**src/rtl/interval_meter_pkg.sv**
```systemverilog
// Shared timer definitions: measurement FSM state encoding and the default counter width.
// No logic; imported by interval_meter and sat_counter.
// No flow control of its own.
package interval_meter_pkg;

  localparam int DEFAULT_WIDTH = 9;

  typedef enum logic [1:0] {
    ST_IDLE    = 2'd0,
    ST_MEASURE = 2'd1,
    ST_STALE   = 2'd2
  } meter_state_e;

endpackage : interval_meter_pkg

```
**src/rtl/sat_counter.sv**
```systemverilog
// Interval counter: clear to 0, load to 1, +1 per enabled cycle, sticks at all-ones.
// One-cycle registered update; sat is decoded from the stored count.
// No backpressure; clr beats load, load beats inc.
module sat_counter
  import interval_meter_pkg::*;
#(
  parameter int WIDTH = DEFAULT_WIDTH
) (
  input  logic             clock,
  input  logic             reset,
  input  logic             clr,
  input  logic             load,
  input  logic             inc,
  output logic [WIDTH-1:0] count,
  output logic             sat
);

  localparam logic [WIDTH-1:0] COUNT_MAX = '1;
  localparam logic [WIDTH-1:0] COUNT_ONE = WIDTH'(1);

  assign sat = (count == COUNT_MAX);

  always_ff @(posedge clock or negedge reset) begin
    if (!reset) begin
      count <= '0;
    end else if (clr) begin
      count <= '0;
    end else if (load) begin
      count <= COUNT_ONE;
    end else if (inc && !sat) begin
      count <= count + COUNT_ONE;
    end
  end

endmodule : sat_counter

```
**src/rtl/interval_meter.sv**
```systemverilog
// Measures clock cycles between successive tick_in pulses; reports interval with a valid strobe.
// Latency: interval/valid registered, valid one cycle after the closing tick is sampled.
// No backpressure: each strobe lasts one cycle and must be taken when offered.
module interval_meter
  import interval_meter_pkg::*;
#(
  parameter int WIDTH = DEFAULT_WIDTH
) (
  input  logic             clock,
  input  logic             reset,
  input  logic             meas_en,
  input  logic             tick_in,
  output logic [WIDTH-1:0] interval,
  output logic             valid,
  output logic             overflow,
  output logic             busy
);

  localparam logic [WIDTH-1:0] COUNT_MAX = '1;

  meter_state_e     state_q;
  meter_state_e     state_d;
  logic             cnt_clr;
  logic             cnt_load;
  logic             cnt_inc;
  logic [WIDTH-1:0] cnt;
  logic             cnt_sat;
  logic             cap;
  logic             cap_sat;
  logic             ovf_d;

  sat_counter #(
    .WIDTH (WIDTH)
  ) u_cnt (
    .clock (clock),
    .reset (reset),
    .clr   (cnt_clr),
    .load  (cnt_load),
    .inc   (cnt_inc),
    .count (cnt),
    .sat   (cnt_sat)
  );

  always_ff @(posedge clock or negedge reset) begin
    if (!reset) begin
      state_q <= ST_IDLE;
    end else begin
      state_q <= state_d;
    end
  end

  always_comb begin
    state_d  = state_q;
    cnt_clr  = 1'b0;
    cnt_load = 1'b0;
    cnt_inc  = 1'b0;
    cap      = 1'b0;
    cap_sat  = 1'b0;
    ovf_d    = overflow;
    // Disabling wins over everything, including a coincident tick.
    if (!meas_en) begin
      state_d = ST_IDLE;
      cnt_clr = 1'b1;
      ovf_d   = 1'b0;
    end else begin
      case (state_q)
        ST_IDLE: begin
          if (tick_in) begin
            state_d  = ST_MEASURE;
            cnt_load = 1'b1;
          end else begin
            cnt_clr = 1'b1;
          end
        end
        ST_MEASURE: begin
          // A tick both closes the running interval and opens the next one.
          if (tick_in) begin
            cnt_load = 1'b1;
            cap      = 1'b1;
            ovf_d    = 1'b0;
          end else if (cnt_sat) begin
            state_d = ST_STALE;
            ovf_d   = 1'b1;
          end else begin
            cnt_inc = 1'b1;
          end
        end
        ST_STALE: begin
          if (tick_in) begin
            state_d  = ST_MEASURE;
            cnt_load = 1'b1;
            cap      = 1'b1;
            cap_sat  = 1'b1;
          end
        end
        default: begin
          state_d = ST_IDLE;
          cnt_clr = 1'b1;
        end
      endcase
    end
  end

  always_ff @(posedge clock or negedge reset) begin
    if (!reset) begin
      interval <= '0;
      valid    <= 1'b0;
      overflow <= 1'b0;
      busy     <= 1'b0;
    end else begin
      valid    <= cap;
      overflow <= ovf_d;
      busy     <= (state_d != ST_IDLE);
      if (cap) begin
        interval <= cap_sat ? COUNT_MAX : cnt;
      end
    end
  end

endmodule : interval_meter

```
**config.mk**
```make
export PLATFORM = sky130hd
export DESIGN_NAME = interval_meter
export DESIGN_NICKNAME = d
export VERILOG_FILES = /design/src/rtl/interval_meter_pkg.sv /design/src/rtl/sat_counter.sv /design/src/rtl/interval_meter.sv
export SDC_FILE = /design/constraint.sdc
export NUM_CORES = 1
export LEC_CHECK = 0
export ABC_AREA = 1
export CAP_MARGIN = 20
export CELL_PAD_IN_SITES_DETAIL_PLACEMENT = 1
export CELL_PAD_IN_SITES_GLOBAL_PLACEMENT = 2
export CORE_AREA = 2 2 65 67
export CTS_BUF_LIST = sky130_fd_sc_hd__clkbuf_16
export DETAILED_ROUTE_END_ITERATION = 12
export DIE_AREA = 0 0 67 69
export PLACE_DENSITY = 0.73
export RECOVER_POWER = 50
export SYNTH_ARGS = -nofsm -noshare
export SYNTH_HDL_FRONTEND = slang
export SYNTH_HIERARCHICAL = 1
export SYNTH_SLANG_ARGS = --single-unit
```
**constraint.sdc**
```tcl
create_clock -name clock -period 2.6 [get_ports clock]
set_clock_uncertainty 0.2 [all_clocks]
set_input_delay 0.26 -clock clock [delete_from_list [all_inputs] [get_ports clock]]
set_output_delay 0.26 -clock clock [all_outputs]
set_load 0.005 [all_outputs]
```
==> impl_metrics.json <==
{
  "outcome": "completed",
  "grt_usage_pct": 13.1,
  "row_count": 23,
  "synth_area_leaders": "dfrtp_1 47%, nand2_1 9.2%, inv_1 6.4%, ha_1 6.1%, nor2_1 5.5%",
  "cts_buffer_depth": 2,
  "power_frac_seq_pct": 45.5,
  "syn_nets": 159,
  "synth_common_cells": "30 x nand2_1, 23 x dfrtp_1, 21 x inv_1",
  "io_pins": 16,
  "drt-total-wl_um": 2650,
  "final_max_slew_viol_count": 0,
  "gp_congestion": 0.769,
  "drive_above_1_share_pct": 9.47,
  "vias": 997,
  "core_um2": 3910,
  "min_path_type": "register to register",
  "finalCritPeriodShare_pct": 92.1,
  "rsz0062_at_grt": "false",
  "period_minus_slack_ns": 2.39,
  "worst-setup-path-type": "register to register",
  "synthCells": 149,
  "clkLatencyLatePin_ns": 0.26,
  "end_kind": "register",
  "wl_per_cell_um": 12.1,
  "dieHeight_um": 69,
  "startpoint_type": "register",
  "p_clk_share_pct": 35.1,
  "dieArea_um2": 4620,
  "postSynthAreaPerCell_um2": 8.21,
  "syn_to_final_growth_pct": 24.9,
  "synthDistinctLibCells": 22,
  "multiInputGateArea_um2": 561,
  "postRouteAntennaNets": 0,
  "reg2reg_depth": 10,
  "p_switching_uw": 220,
  "fillCellCount": 492,
  "setup_violations": 0,
  "cts.sinks": 23,
  "cap_violations": 0,
  "power.internal_uw": 718,
  "first_iter_violations": 29,
  "timing.rr.end": "u_cnt/count[0]",
  "cts_tree": "built",
  "finalNetCount": 180,
  "grt_pass1_vias": 1022,
  "worst-path-max-fanout": 7,
  "synthArstFlopShare_pct": 100,
  "r2r_slack_ns": 0.21,
  "clockRootBuffer": "clkbuf_16",
  "cts_max_level": 1,
  "powerDensity_nw_per_um2": 613,
  "numCtsBuffers": 3,
  "num_antenna_cells": 0,
  "synth_edf_count": 0,
  "ys_seq_area_share_pct": 47.0,
  "synth-seq-cells": 23,
  "relSlewSlack_pct": 15.1,
  "startpoint": "u_cnt/count[0]",
  "gr-total-overflow": 0,
  "peakVddDrop_mv": 0.192,
  "seq_area_um2": 576,
  "hold_path_depth": 1,
  "ys_warn_count": 6,
  "drc_errors": 0,
  "finalHoldViolCount": 0,
  "antenna_found_initial": 0,
  "start_util_pct": 31.3,
  "port_buffers": 15,
  "sw_frac_of_total_pct": 23.4,
  "cp.arrival_ns": 2.31,
  "yosysMostFrequentCell": "nand2_1",
  "holdWs_ns": 0.286,
  "grt_max_degree": 24,
  "hpwlAfterDp_um": 2060,
  "tightest_slew_ns": 1.27,
  "drt_pass1_iterations": 3,
  "path_clk_slew_ns": 0.06,
  "syn-cell-area_um2": 1220,
  "crit_end": "u_cnt/count[0]",
  "synth_top_cell_area_share_pct": 47.0,
  "grt_pass1_wl_um": 4670,
  "vias_per_cell": 4.55,
  "die_w_um": 67,
  "synth_top_area_cell": "dfrtp_1",
  "power_frac_comb_pct": 19.4,
  "cp.required_ns": 2.51,
  "fmax_mhz": 418,
  "leakage_nw": 0.707,
  "tns_ns": 0,
  "synth_ff_type": "dfrtp_1",
  "timing.rr.start": "u_cnt/count[0]"
}
[cell usage in the layout (no fill, tap or decap), drive strengths merged]
cell           instances
clkbuf                 4
nand2                 33
and3                   1
nor3                   2
ha                     6
clkdlybuf4s50          9
o21a                   9
dfrtp                 23
nand3                  9
nor4                   1
dlygate4sd3            6
buf                    2
nand3b                 1
inv                   23
a21oi                  8
nand4                  2
nor2                  23
o21ai                  7
[how the worst min path moves through the flow]
| stage | from | end | slack [ns] |
|---|---|---|---|
| after floorplan | reset | busy | -0.24 |
| after global placement | interval[2] | interval[2] | 0.27 |
| after detailed placement | interval[6] | interval[6] | 0.28 |
| after CTS | reset | state_q[1] | 0.17 |
| after global routing | interval[4] | interval[4] | 0.31 |
| final | interval[1] | interval[1] | 0.29 |
[cells by family (layout without fill, tap and decap cells)]
family | Yosys count | count (layout) | synth area share (%)
flip-flops | 23 | 23 | 47.0
adder cells (fa/ha/maj) | 6 | 6 | 6.13
AO/OA/AOI/OAI | 24 | 24 | 11.7
buffers and inverters | 24 | 44 | 8.38
AND/OR/NAND/NOR | 72 | 72 | 26.8
[worst max-delay path, stage by stage, from the launching register on]
cell     delay [ns]
dfrtp_1        0.42
ha_1           0.23
nand3_1        0.10
nor2_1         0.07
and3_1         0.15
ha_1           0.22
nor4_4         0.32
nand2_2        0.16
buf_4          0.18
a21oi_1        0.12
a21oi_1        0.08
[per-stage QoR]
stage          cell area [um^2]  utilization (%)  instances  total power [mW]  setup WS (ns)
2_1_floorplan              1220                -        149             0.509          0.278
3_3_place_gp               1430             36.6        214             0.616          0.195
3_5_place_dp               1430             36.6        214             0.623         0.0578
4_1_cts                    1510             38.6        218             0.957         0.0455
5_1_grt                    1530             39.1        219             0.996        0.00874
6_report                   1530             39.1        219             0.938          0.206
[flip-flops by register name, indices dropped and copies added (netlist names)]
name	count
interval	9
u_cnt/count	9
state_q	2
busy	1
overflow	1
valid	1
[cell type report]
| class | instances | share of cell area (%) |
|---|---|---|
| timing repair buffer | 18 | 11.0 |
| sequential | 23 | 37.6 |
| tap | 50 | 4.09 |
| inverter | 22 | 5.40 |
| clock buffer | 3 | 4.91 |
| clock inverter | 1 | 0.245 |
| multi-input combinational | 102 | 36.7 |
[power by group through the flow]
| stage | clock network, mW | logic [mW] | registers (mW) |
|---|---|---|---|
| final | 0.329 | 0.182 | 0.426 |
| after global routing | 0.356 | 0.206 | 0.433 |
| after CTS | 0.340 | 0.188 | 0.429 |
| after detailed placement | 0 | 0.188 | 0.435 |
| after global placement | 0 | 0.184 | 0.432 |
| after floorplan | 0 | 0.0718 | 0.437 |
[per-layer routing]
| layer | part of all wire (%) | vias up | global-route usage [%] |
|---|---|---|---|
| met5 | 0 | - | 0 |
| met4 | 1.7 | 0 | 5.44 |
| met3 | 3.3 | 5 | 2.94 |
| met2 | 44 | 15 | 19.3 |
| met1 | 51 | 463 | 18.5 |
| li1 | - | 514 | - |
[what timing repair did]
| action | 4_1_cts | 5_1_grt |
|---|---|---|
| endpoints found under the hold margin | 0 | 0 |
| endpoints found under the setup margin | 0 | 8 |
| buffers inserted | 0 | 1 |
| gates resized for setup | 0 | 2 |
| hold buffers | 0 | 0 |
Note: power is estimated with default switching activity, not from simulation.
